[src/rtl/decode_pipe_ctrl.sv]
// Three-stage decode pipeline sequencer: per-stage valid tracking, advance enables,
// micro-op expansion in stage 3. Optional perf counters under DECODE_PERF_CNT_EN.
module decode_pipe_ctrl #(
  parameter int instMinIdWidth = 4,
  parameter int STAGES         = 3
) (
  input  logic                      clock_i,
  input  logic                      reset_i,
  input  logic                      fetchValid_i,
  output logic                      fetchReady_o,
  output logic                      stage1En_o,
  output logic                      stage2En_o,
  output logic                      stage3En_o,
  input  logic [instMinIdWidth-1:0] uopCount_i,
  input  logic                      dispatchReady_i,
  output logic                      outValid_o,
  output logic [instMinIdWidth-1:0] minId_o,
  output logic                      lastUop_o,
  input  logic                      flush_i,
  output logic                      busy_o
`ifdef DECODE_PERF_CNT_EN
  ,
  output logic [0:31]               stallCycles_o,
  output logic [0:31]               uopsIssued_o
`endif
);

  localparam int W = instMinIdWidth;

  generate
    if (STAGES != 3) begin : g_stages_chk
      $error("decode_pipe_ctrl: STAGES must be 3");
    end
  endgenerate

  typedef enum logic {EMPTY, EMIT} st_t;

  st_t            st;
  logic [STAGES:1] vld_pipe;
  logic [W-1:0]   uop_idx, uop_last;
  logic           fire, last, live;
  logic           adv1, adv2, adv3;

  always_comb begin
    live         = !flush_i && !reset_i;
    fire         = vld_pipe[3] && dispatchReady_i;
    last         = (uop_idx == uop_last);
    // Back-pressure ripples from dispatch toward fetch in one cycle.
    adv3         = vld_pipe[2] && (!vld_pipe[3] || (fire && last));
    adv2         = vld_pipe[1] && (!vld_pipe[2] || adv3);
    fetchReady_o = live && (!vld_pipe[1] || adv2);
    adv1         = fetchValid_i && fetchReady_o;
    stage1En_o   = adv1 && live;
    stage2En_o   = adv2 && live;
    stage3En_o   = adv3 && live;
    outValid_o   = vld_pipe[3] && !reset_i;
    minId_o      = reset_i ? '0 : uop_idx;
    lastUop_o    = vld_pipe[3] && last && !reset_i;
    busy_o       = (|vld_pipe) && !reset_i;
  end

  always_ff @(posedge clock_i) begin
    if (reset_i || flush_i) begin
      vld_pipe <= '0;
      st       <= EMPTY;
      uop_idx  <= '0;
      uop_last <= '0;
    end else begin
      vld_pipe[1] <= adv1 || (vld_pipe[1] && !adv2);
      vld_pipe[2] <= adv2 || (vld_pipe[2] && !adv3);
      vld_pipe[3] <= adv3 || (vld_pipe[3] && !(fire && last));
      case (st)
        EMPTY: if (adv3) begin
          st       <= EMIT;
          uop_idx  <= '0;
          uop_last <= uopCount_i - 1'b1;  // count 0 means 2**W micro-ops
        end
        EMIT: if (fire) begin
          if (!last) uop_idx <= uop_idx + 1'b1;
          else if (adv3) begin
            uop_idx  <= '0;
            uop_last <= uopCount_i - 1'b1;
          end else st <= EMPTY;
        end
        default: st <= EMPTY;
      endcase
    end
  end

`ifdef DECODE_PERF_CNT_EN
  // Saturating counters; a micro-op dropped by flush is not counted as issued.
  always_ff @(posedge clock_i) begin
    if (reset_i) begin
      stallCycles_o <= '0;
      uopsIssued_o  <= '0;
    end else begin
      if (fetchValid_i && !fetchReady_o && !flush_i && !(&stallCycles_o))
        stallCycles_o <= stallCycles_o + 32'd1;
      if (fire && !flush_i && !(&uopsIssued_o))
        uopsIssued_o <= uopsIssued_o + 32'd1;
    end
  end
`endif

endmodule

[config.mk]
export PLATFORM = sky130hd
export DESIGN_NAME = decode_pipe_ctrl
export DESIGN_NICKNAME = d
export VERILOG_FILES = /design/src/rtl/decode_pipe_ctrl.sv
export SDC_FILE = /design/constraint.sdc
export NUM_CORES = 1
export LEC_CHECK = 0
export BUFFER_PORTS_ARGS = -buffer_cell sky130_fd_sc_hd__buf_2
export CAP_MARGIN = 10
export CORE_UTILIZATION = 52
export DETAILED_ROUTE_END_ITERATION = 12
export GPL_TIMING_DRIVEN = 0
export PLACE_DENSITY_LB_ADDON = 0.15
export SETUP_SLACK_MARGIN = 0.1
export SYNTH_ARGS = -nofsm -noshare
export SYNTH_HDL_FRONTEND = slang
export SYNTH_SLANG_ARGS = --single-unit
[constraint.sdc]
create_clock -name clock_i -period 4.15 [get_ports clock_i]
set_input_delay 0.83 -clock clock_i [delete_from_list [all_inputs] [get_ports clock_i]]
set_output_delay 0.83 -clock clock_i [all_outputs]
set_load 0.03 [all_outputs]
==> results of run 1 <==
per-layer routing:
layer,routed length (um),up-vias,global-route usage [%]
li1,-,351,-
met1,667,310,28.1
met2,601,27,32.6
met3,90,4,5.23
met4,17,0,10.3
met5,0,-,0
sequential cells by signal, summed over array words and instances, names as in the netlist:
| signal | cells |
|---|---|
| uop_idx | 4 |
| uop_last | 4 |
| st | 1 |
| vld_pipe | 3 |
cell usage after synthesis (all sizes together) (2+ instances only):
library cell	number	area share, %
a21oi	6	4.4
nand2	3	1.6
nand4	2	1.8
dfxtp	12	35
nor3	3	2.2
o31ai	2	2.2
xnor2	7	8.9
ha	2	3.6
a211oi	8	8.7
inv	4	2.2
nor2	6	3.3
nor2b	5	4.5
clkbuf	3	1.6
and3	2	1.8
nand3	3	2.2
o21ai	4	2.9
power by group:
group | leakage, uW | internal (uW) | switching (uW) | total (uW)
clock network | 0.0000138 | 33.6 | 37.1 | 70.7
registers | 0.0000969 | 116 | 1.06 | 117
logic | 0.000238 | 9.61 | 14.7 | 24.3
logic make-up (layout without fill, tap and decap cells):
logic type      after synthesis  count (layout)  share of synthesized area, %
xor+xnor                      7               7                          8.89
fa+ha+maj                     2               2                          3.63
mux                           1               1                          1.45
simple gates                 29              29                          22.9
flops                        12              12                          34.8
buf+inv                       8              30                          4.54
compound gates               25              25                          23.8
area by class of cell:
type | count | share of cell area (%)
flip-flops and latches | 12 | 29.1
multi-input cells | 64 | 50.7
inverters | 4 | 1.82
repair buffers | 19 | 11.5
well taps | 14 | 2.12
clock buffers | 3 | 2.73
plain buffers | 4 | 1.97
worst paths after layout:
check                                           endpoint  slack [ns]  cells past startpoint
worst max-delay path                          stage1En_o        1.44                      6
worst max register to register  uop_last[3]$_SDFFE_PN0P_        2.62                      5
worst min-delay path             uop_idx[3]$_SDFFE_PN0N_        0.53                      2
worst min register to register   uop_idx[3]$_SDFFE_PN0N_        0.53                      2
critical path: stages, from the launching register on:
cell and delay [ns]:
dfxtp_1 0.43, xnor2_1 0.19, and4_4 0.27, buf_2 0.21, a21oi_1 0.14, a21oi_1 0.16, buf_2 0.21
stage by stage:
step	area [um^2]	total power, uW	hold slack (ns)	util (%)
3_5_place_dp	802	144	0.512	68.5
4_1_cts	825	215	0.523	70.4
5_1_grt	825	221	0.548	70.4
6_report	825	212	0.528	70.4
2_1_floorplan	689	134	0.473	-
3_3_place_gp	802	144	0.497	68.5
==> metrics.yaml, run 1 <==
sta:
  finalSetupTns_ns: 0
  finalWorstPathRequiredPeriod_ns: 2.71
  hold_violations: 0
  max_slew.worst_pin.slew_ns: 0.611
  fmax_ghz: 0.368
  setup_viol_count_final: 0
  grt_setup_unrepaired: "no"
  fin_skew_ns: 0.00102
  maxSlewHeadroom_pct: 58.9
  post-route-period-util_pct: 65.4
  pins_over_their_slew_limit: 0
  post-route-worst-setup-slack_ns: 1.44
synth:
  syn_area_um2: 689
  synthArstFlopShare_pct: 0
  synthesis.instances: 84
  synthesized_net_count: 95
  synth.ff_latch_count: 12
  yosys_warnings: 0
  syn_area_per_cell_um2: 8.21
  synth.yosys.seq_area_share_pct: 34.8
  synth_cell_type_count: 28
  synth_enable_flop_cells: 0
  ys.flop_type: "dfxtp_1"
run_status:
  outcome: "complete, no violations"
cells_and_area:
  layout-area-overhead-vs-synth_pct: 19.6
  multi_input_comb_area_um2: 418
  mostFrequentLayoutCell: "buf_2"
  layout_common_cells: "buf_2 (20), dfxtp_1 (12), a211oi_1 (8)"
  fill_cells: 109
  register_area_um2: 240
  final_layout_size_suffix_gt1_share_pct: 23.6
  nets: 119
  diodes: 0
  post_route_insts_no_fill: 120
die:
  height_of_the_die_um: 38.4
  dieWidth_um: 38.4
  start_util_pct: 58.9
  io_pins: 20
  rows: 12
  die-area_um2: 1480
  core-area_um2: 1170
drt:
  num_vias: 692
  drc: 0
  first_iter_violations: 24
  routed_wl_um: 1380
  detail_route.vias_per_cell: 5.77
  route.antenna.remaining_nets: 0
  wl_per_cell_um: 11.5
  firstDrtPassIters: 4
setup_path:
  critPathArrivalTime_ns: 1.88
  cp_data_required_time_ns: 3.32
  critical_path.endpoint_type: "primary output"
  cp_max_fanout: 10
  critPathLaunchType: "flip-flop"
  critical_path.reg2reg.startpoint: "uop_idx[0]$_SDFFE_PN0N_"
  crit_start: "uop_idx[0]$_SDFFE_PN0N_"
  setup.worst_path.class: "flip-flop to primary output"
clock_tree:
  cts_setup_buffers: 0
  cts_hold_repair.buffers: 0
  cts_root_cell: "clkbuf_4"
  tritoncts: "done"
  clock_insertion_delay_worst_skew_ns: 0.27
  clock_path_buffers: 2
  cts.reportedPaths.clkPinSlew_ns: 0.07
  post_cts.resized_instances: 0
  cts-buffers-inserted: 3
  clock_tree.htree_level_count: 1
  cts.sinks: 12
power_and_ir_drop:
  cellPowerDensity_nw_per_um2: 257
  total_leakage_power_uw: 0.000348
  worst_ir_drop_on_vdd_mv: 0.142
place:
  place.gp.congestion: 0.742
  post-dp-hpwl_um: 1040
  place.port_buffers: 19
  dp_slack_ns: 1.54
  placed_cells: 117
global_route:
  track_usage_pct: 21.4
  first_global_vias: 536
  grt.overflow.total: 0
  first_pass_grt_wire_length_um: 2150
  grt_max_degree: 11
  grt_antenna_before_repair: 0
hold_path:
  hp-class: "flip-flop to flip-flop"
  hp-start: "uop_idx[3]$_SDFFE_PN0N_"
run:
  maxCapViolCount: 0
No activity file was read; power rests on OpenSTA's default activity.
==> inputs of run 2 (changes only) <==
--- a/config.mk
+++ b/config.mk
@@ -7,7 +7,7 @@
 export LEC_CHECK = 0
 export BUFFER_PORTS_ARGS = -buffer_cell sky130_fd_sc_hd__buf_2
 export CAP_MARGIN = 10
-export CORE_UTILIZATION = 52
+export CORE_UTILIZATION = 49
 export DETAILED_ROUTE_END_ITERATION = 12
 export GPL_TIMING_DRIVEN = 0
 export PLACE_DENSITY_LB_ADDON = 0.15
==> constraint.sdc (replaced) <==
create_clock -name clock_i -period 2.85 [get_ports clock_i]
set_input_delay 0.57 -clock clock_i [delete_from_list [all_inputs] [get_ports clock_i]]
set_output_delay 0.57 -clock clock_i [all_outputs]
set_load 0.03 [all_outputs]
==> run 2 against run 1 <==
  * Hold slack got worse by 0.016 ns
  * Register-to-register slack got worse by 1.3 ns
  * Total power grew 46%
  * Worst setup slack got worse by 1.0 ns
  * Critical path depth is the same
  * Combinational power rose by 46%
  * Critical path type unchanged
  * Non-clock buffer count did not move
  * Wire length fell by 2.4%
  * Clock power grew 46%
  * Clock skew is 0.0037 ns higher
  * Clock-buffer cell count unchanged
==> metrics.yaml, run 2 (synthesis gave the netlist of run 1 again) <==
place:
  place.port_buffers: 19  # unchanged
  place.gp.congestion: 0.716  # was 0.742
  post-dp-hpwl_um: 1050  # was 1040 um
  postPlaceCellArea_um2: 803  # was 802 um^2
drt:
  num_vias: 674  # was 692
  drc: 0  # unchanged
  wl_per_cell_um: 11.1  # was 11.5 um
  route.antenna.remaining_nets: 0  # unchanged
  first_iter_violations: 20  # was 24
  firstDrtPassIters: 4  # unchanged
  routed_wl_um: 1340  # was 1380 um
  detail_route.vias_per_cell: 5.57  # was 5.77
clock_tree:
  clock_insertion_delay_worst_skew_ns: 0.27  # about the same
  cts.sinks: 12  # unchanged
  cts-buffers-inserted: 3  # unchanged
  post_cts.resized_instances: 0  # unchanged
  tritoncts: "done"  # unchanged
  clock_tree.htree_level_count: 1  # unchanged
  cts_setup_buffers: 0  # unchanged
  cts_hold_repair.buffers: 0  # unchanged
  clock_path_buffers: 2  # unchanged
  cts.reportedPaths.clkPinSlew_ns: 0.07  # about the same
  cts_root_cell: "clkbuf_4"  # unchanged
run_status:
  outcome: "complete, no violations"  # unchanged
cells_and_area:
  final_layout_size_suffix_gt1_share_pct: 23.6  # unchanged
  layout-area-overhead-vs-synth_pct: 19.8  # was 19.6%
  nets: 119  # unchanged
  layout_common_cells: "buf_2 (20), dfxtp_1 (12), a211oi_1 (8)"  # unchanged
  diodes: 0  # unchanged
  mostFrequentLayoutCell: "buf_2"  # unchanged
  top_regs: "uop_idx (4), uop_last (4), vld_pipe (3)"  # unchanged
  stdcell_area_um2: 826  # was 825 um^2
  final_util_pct: 63.5  # was 70.4%
die:
  rows: 13  # was 12
  dieWidth_um: 39.5  # was 38.4 um
  height_of_the_die_um: 39.5  # was 38.4 um
  core-area_um2: 1300  # was 1170 um^2
  start_util_pct: 53.0  # was 58.9%
  die-area_um2: 1560  # was 1480 um^2
  io_pins: 20  # unchanged
sta:
  finalWorstPathRequiredPeriod_ns: 2.45
  finalSetupTns_ns: 0  # unchanged
  fin_skew_ns: 0.00474  # was 0.00102 ns
  maxSlewHeadroom_pct: 59.2  # was 58.9%
  final.hold.worst_slack_ns: 0.512  # was 0.528 ns
  pins_over_their_slew_limit: 0  # unchanged
  grt_setup_unrepaired: "no"  # unchanged
  post-route-period-util_pct: 86.0
  setup_viol_count_final: 0  # unchanged
  fmax_ghz: 0.408
  max_slew.worst_pin.slew_ns: 0.607  # was 0.611 ns
  hold_violations: 0  # unchanged
power_and_ir_drop:
  worst_ir_drop_on_vdd_mv: 0.231  # was 0.142 mV
  power.combinational.fraction_pct: 11.4  # about the same
  cellPowerDensity_nw_per_um2: 374  # was 257 nW/um^2
  p_switching_uw: 77.3  # was 52.8 uW
  swShare_pct: 25.0  # was 24.9%
  total_leakage_power_uw: 0.000348  # unchanged
  portion_of_total_power_attributed_to_sequential_cells_pct: 55.2  # about the same
  internal_power_uw: 232  # was 159 uW
  p_total_uw: 309  # was 212 uW
  p_clk_share_pct: 33.4  # was 33.3%
setup_path:
  critPathLaunchType: "flip-flop"  # unchanged
  cp_max_fanout: 10  # unchanged
  worst-r2r-cell-count: 5  # unchanged
  critPathArrivalTime_ns: 1.88  # about the same
  setup.worst_path.class: "flip-flop to primary output"  # unchanged
  critical_path.endpoint_type: "primary output"  # unchanged
  cp_data_required_time_ns: 2.28  # was 3.32 ns
hold_path:
  timing.hold.worst_path_depth: 2  # unchanged
  hp-class: "input pin to flip-flop"  # was flip-flop to flip-flop
global_route:
  grt.overflow.total: 0  # unchanged
  first_pass_grt_wire_length_um: 2180  # was 2150 um
  grt_antenna_before_repair: 0  # unchanged
  track_usage_pct: 21.2  # was 21.4%
  first_global_vias: 505  # was 536
  grt_max_degree: 11  # unchanged
run:
  maxCapViolCount: 0  # unchanged
==> run 2: cell counts in the layout (fill, tap and decap cells not counted) <==
Identical to the previous run, type by type.
==> run 2: stage by stage <==
stage / std cells / setup slack [ns]
global placement: 118 / 0.711
detailed placement: 118 / 0.712
CTS: 121 / 0.408
finish: 121 / 0.399
floorplan: 84 / 0.667
global route: 121 / 0.259
==> run 2: power groups by stage <==
stage	logic, uW	registers (uW)	clock network [uW]
2_1_floorplan	21.5	174	0
3_3_place_gp	34.8	174	0
3_5_place_dp	35.1	175	0
4_1_cts	35.5	171	107
5_1_grt	39.6	171	117
6_report	35.4	171	103
==> run 2: path summary, 6_finish.rpt <==
| path | from | endpoint | slack (ns) |
|---|---|---|---|
| setup / recovery | uop_idx[2]$_SDFFE_PN0N_ | stage1En_o | 0.40 |
| setup reg to reg | uop_idx[2]$_SDFFE_PN0N_ | vld_pipe[2]$_SDFF_PN0_ | 1.33 |
| hold reg to reg | uop_idx[3]$_SDFFE_PN0N_ | uop_idx[3]$_SDFFE_PN0N_ | 0.51 |
| hold / removal | uopCount_i[0] | uop_last[0]$_SDFFE_PN0P_ | 0.51 |
==> run 2: per-layer routing <==
metal  GRT usage (%)  vias to the layer above  part of all wire [%]
met3            6.82                        2                   5.3
met4            7.76                        0                   1.2
li1                -                      352                     -
met5               0                        -                     0
met1            28.3                      296                    51
met2            31.1                       24                    43
==> run 2: worst max-delay path, cell delays in order, from the launching register on <==
cell and delay, ns:
dfxtp_1 0.36, xnor2_1 0.27, and4_4 0.28, buf_2 0.20, a21oi_1 0.14, a21oi_1 0.16
buf_2 0.21
==> run 2: area by class of cell <==
cell class	count	area (um^2)
buffer	4	16.3
sequential	12	240
timing repair buffer	19	95.1
fill	125	475
tap	15	18.8
inverter	4	15.0
multi-input combinational	64	418
clock buffer	3	22.5
==> inputs of run 3 (changes only) <==
--- a/config.mk
+++ b/config.mk
@@ -8,9 +8,10 @@
 export BUFFER_PORTS_ARGS = -buffer_cell sky130_fd_sc_hd__buf_2
 export CAP_MARGIN = 10
 export CORE_UTILIZATION = 49
+export CTS_CLUSTER_DIAMETER = 150
 export DETAILED_ROUTE_END_ITERATION = 12
 export GPL_TIMING_DRIVEN = 0
-export PLACE_DENSITY_LB_ADDON = 0.15
+export PLACE_DENSITY_LB_ADDON = 0.25
 export SETUP_SLACK_MARGIN = 0.1
 export SYNTH_ARGS = -nofsm -noshare
 export SYNTH_HDL_FRONTEND = slang
==> constraint.sdc (replaced) <==
create_clock -name clock_i -period 2.85 [get_ports clock_i]
set_input_delay 0.57 -clock clock_i [delete_from_list [all_inputs] [get_ports clock_i]]
set_output_delay 0.57 -clock clock_i [all_outputs]
set_load 0.02 [all_outputs]
==> run 3 against run 2 <==
  * Combinational power fell by 5%
  * Design area rose by 1.7%
  * Sequential share of layout area fell by 0.48 points
  * Critical endpoint unchanged
==> metrics.yaml, run 3 (synthesis gave the netlist of run 1 again) <==
run_status:
  outcome: "complete, no violations"  # unchanged
sta:
  grt_setup_unrepaired: "no"  # unchanged
  post-route-period-util_pct: 84.4  # was 86.0%
  max_slew.worst_pin.slew_ns: 0.606  # was 0.607 ns
  setup_viol_count_final: 0  # unchanged
  hold_violations: 0  # unchanged
  finalSetupTns_ns: 0  # unchanged
  pins_over_their_slew_limit: 0  # unchanged
  fin_skew_ns: 0.0108  # was 0.00474 ns
  maxSlewHeadroom_pct: 59.3  # was 59.2%
  fmax_ghz: 0.416  # was 0.408 GHz
  finalWorstPathRequiredPeriod_ns: 2.41  # was 2.45 ns
power_and_ir_drop:
  p_clk_share_pct: 39.3  # was 33.4%
  internal_power_uw: 261  # was 232 uW
  power.combinational.fraction_pct: 10.0  # was 11.4%
  cellPowerDensity_nw_per_um2: 401  # was 374 nW/um^2
  portion_of_total_power_attributed_to_sequential_cells_pct: 50.7  # was 55.2%
  total_leakage_power_uw: 0.000356  # was 0.000348 uW
  p_switching_uw: 76.0  # was 77.3 uW
  swShare_pct: 22.6  # was 25.0%
  worst_ir_drop_on_vdd_mv: 0.253  # was 0.231 mV
  p_total_uw: 337  # was 309 uW
cells_and_area:
  final_layout_size_suffix_gt1_share_pct: 24.3  # was 23.6%
  fill_cells: 129  # was 125
  register_area_um2: 240  # unchanged
  layout-area-overhead-vs-synth_pct: 21.8  # was 19.8%
  multi_input_comb_area_um2: 418  # unchanged
  top_regs: "uop_idx (4), uop_last (4), vld_pipe (3)"  # unchanged
  mostFrequentLayoutCell: "buf_2"  # unchanged
  nets: 119  # unchanged
  final_util_pct: 64.5  # was 63.5%
  layout_common_cells: "buf_2 (20), dfxtp_1 (12), a211oi_1 (8)"  # unchanged
  diodes: 0  # unchanged
clock_tree:
  clock_path_buffers: 2  # unchanged
  cts-buffers-inserted: 3  # unchanged
  cts_setup_buffers: 0  # unchanged
  cts.reportedPaths.clkPinSlew_ns: 0.08  # was 0.07 ns
  clock_insertion_delay_worst_skew_ns: 0.27  # about the same
  cts_root_cell: "clkbuf_4"  # unchanged
  post_cts.resized_instances: 0  # unchanged
  clock_tree.htree_level_count: 1  # unchanged
  cts_hold_repair.buffers: 0  # unchanged
  tritoncts: "done"  # unchanged
  cts.sinks: 12  # unchanged
drt:
  firstDrtPassIters: 4  # unchanged
  first_iter_violations: 5  # was 20
  routed_wl_um: 1370  # was 1340 um
  drc: 0  # unchanged
  route.antenna.remaining_nets: 0  # unchanged
  detail_route.vias_per_cell: 5.67  # was 5.57
  wl_per_cell_um: 11.2  # was 11.1 um
  num_vias: 692  # was 674
setup_path:
  setup.worst_path.class: "flip-flop to primary output"  # unchanged
  cp_max_fanout: 10  # unchanged
  critPathArrivalTime_ns: 1.84  # was 1.88 ns
  worst-r2r-cell-count: 5  # unchanged
  crit_start: "uop_idx[2]$_SDFFE_PN0N_"  # unchanged
  critical_path.reg2reg.startpoint: "uop_idx[2]$_SDFFE_PN0N_"  # unchanged
  cp-endpoint: "stage1En_o"  # unchanged
  critPathLaunchType: "flip-flop"  # unchanged
  cp_data_required_time_ns: 2.28  # about the same
  rr_endpoint: "uop_last[0]$_SDFFE_PN0P_"  # was vld_pipe[2]$_SDFF_PN0_
  critical_path.endpoint_type: "primary output"  # unchanged
  rrSetupSlack_ns: 1.33  # about the same
die:
  core-area_um2: 1300  # unchanged
  height_of_the_die_um: 39.5  # unchanged
  io_pins: 20  # unchanged
  rows: 13  # unchanged
  start_util_pct: 53.0  # unchanged
  dieWidth_um: 39.5  # unchanged
  die-area_um2: 1560  # unchanged
global_route:
  grt_max_degree: 11  # unchanged
  first_global_vias: 454  # was 505
  grt.overflow.total: 0  # unchanged
  first_pass_grt_wire_length_um: 1860  # was 2180 um
  grt_antenna_before_repair: 0  # unchanged
  track_usage_pct: 18.5  # was 21.2%
place:
  place.port_buffers: 19  # unchanged
  post-dp-hpwl_um: 1080  # was 1050 um
  place.gp.congestion: 0.748  # was 0.716
hold_path:
  hp-class: "input pin to flip-flop"  # unchanged
run:
  maxCapViolCount: 0  # unchanged
run 3: changes by cell type in the layout (fill, tap and decap cells not counted), sizes merged:
cell and change:
clkbuf +1
run 3: final cells by class:
cell class / instances / share of cell area [%]
inverters: 4 / 1.79
plain buffers: 4 / 1.94
well taps: 15 / 2.24
flip-flops and latches: 12 / 28.6
repair buffers: 19 / 11.3
clock buffers: 4 / 4.32
multi-input cells: 64 / 49.8
run 3: worst min-delay path by stage:
stage	start	to	slack, ns	cells after the start
after global routing	uopCount_i[0]	uop_last[0]$_SDFFE_PN0P_	0.51	2
after detailed placement	uop_idx[3]$_SDFFE_PN0N_	uop_idx[3]$_SDFFE_PN0N_	0.51	2
after floorplan	uop_idx[3]$_SDFFE_PN0N_	uop_idx[3]$_SDFFE_PN0N_	0.47	2
final	fetchValid_i	vld_pipe[1]$_SDFF_PN0_	0.51	3
after global placement	uop_idx[3]$_SDFFE_PN0N_	uop_idx[3]$_SDFFE_PN0N_	0.50	2
after CTS	uopCount_i[0]	uop_last[0]$_SDFFE_PN0P_	0.50	2
run 3: worst max-delay path, stage by stage (launching register included):
cell	delay, ns
dfxtp_1	0.35
xnor2_1	0.25
and4_4	0.27
buf_2	0.21
a21oi_1	0.14
a21oi_1	0.15
buf_2	0.17
run 3: power by group through the flow:
stage,Clock (uW),Sequential (uW),Combinational (uW)
2_1_floorplan,0,174,19.8
3_3_place_gp,0,174,32.9
3_5_place_dp,0,175,33.8
4_1_cts,138,171,33.9
5_1_grt,144,171,37.5
6_report,132,171,33.7
run 3: metrics by stage:
step | cells | setup WS (ns) | hold slack (ns) | area, um^2
6_report | 122 | 0.444 | 0.510 | 840
5_1_grt | 122 | 0.310 | 0.508 | 840
4_1_cts | 122 | 0.435 | 0.504 | 840
3_5_place_dp | 118 | 0.742 | 0.505 | 803
3_3_place_gp | 118 | 0.765 | 0.496 | 803
2_1_floorplan | 84 | 0.808 | 0.473 | 689
run 3: layer usage:
layer / wire length [um] / share of wire [%] / track usage (%)
met2: 625 / 46 / 27.9
met4: 28 / 2.1 / 12.9
met5: 0 / 0 / 0
met1: 655 / 48 / 22.3
met3: 55 / 4.0 / 5.11
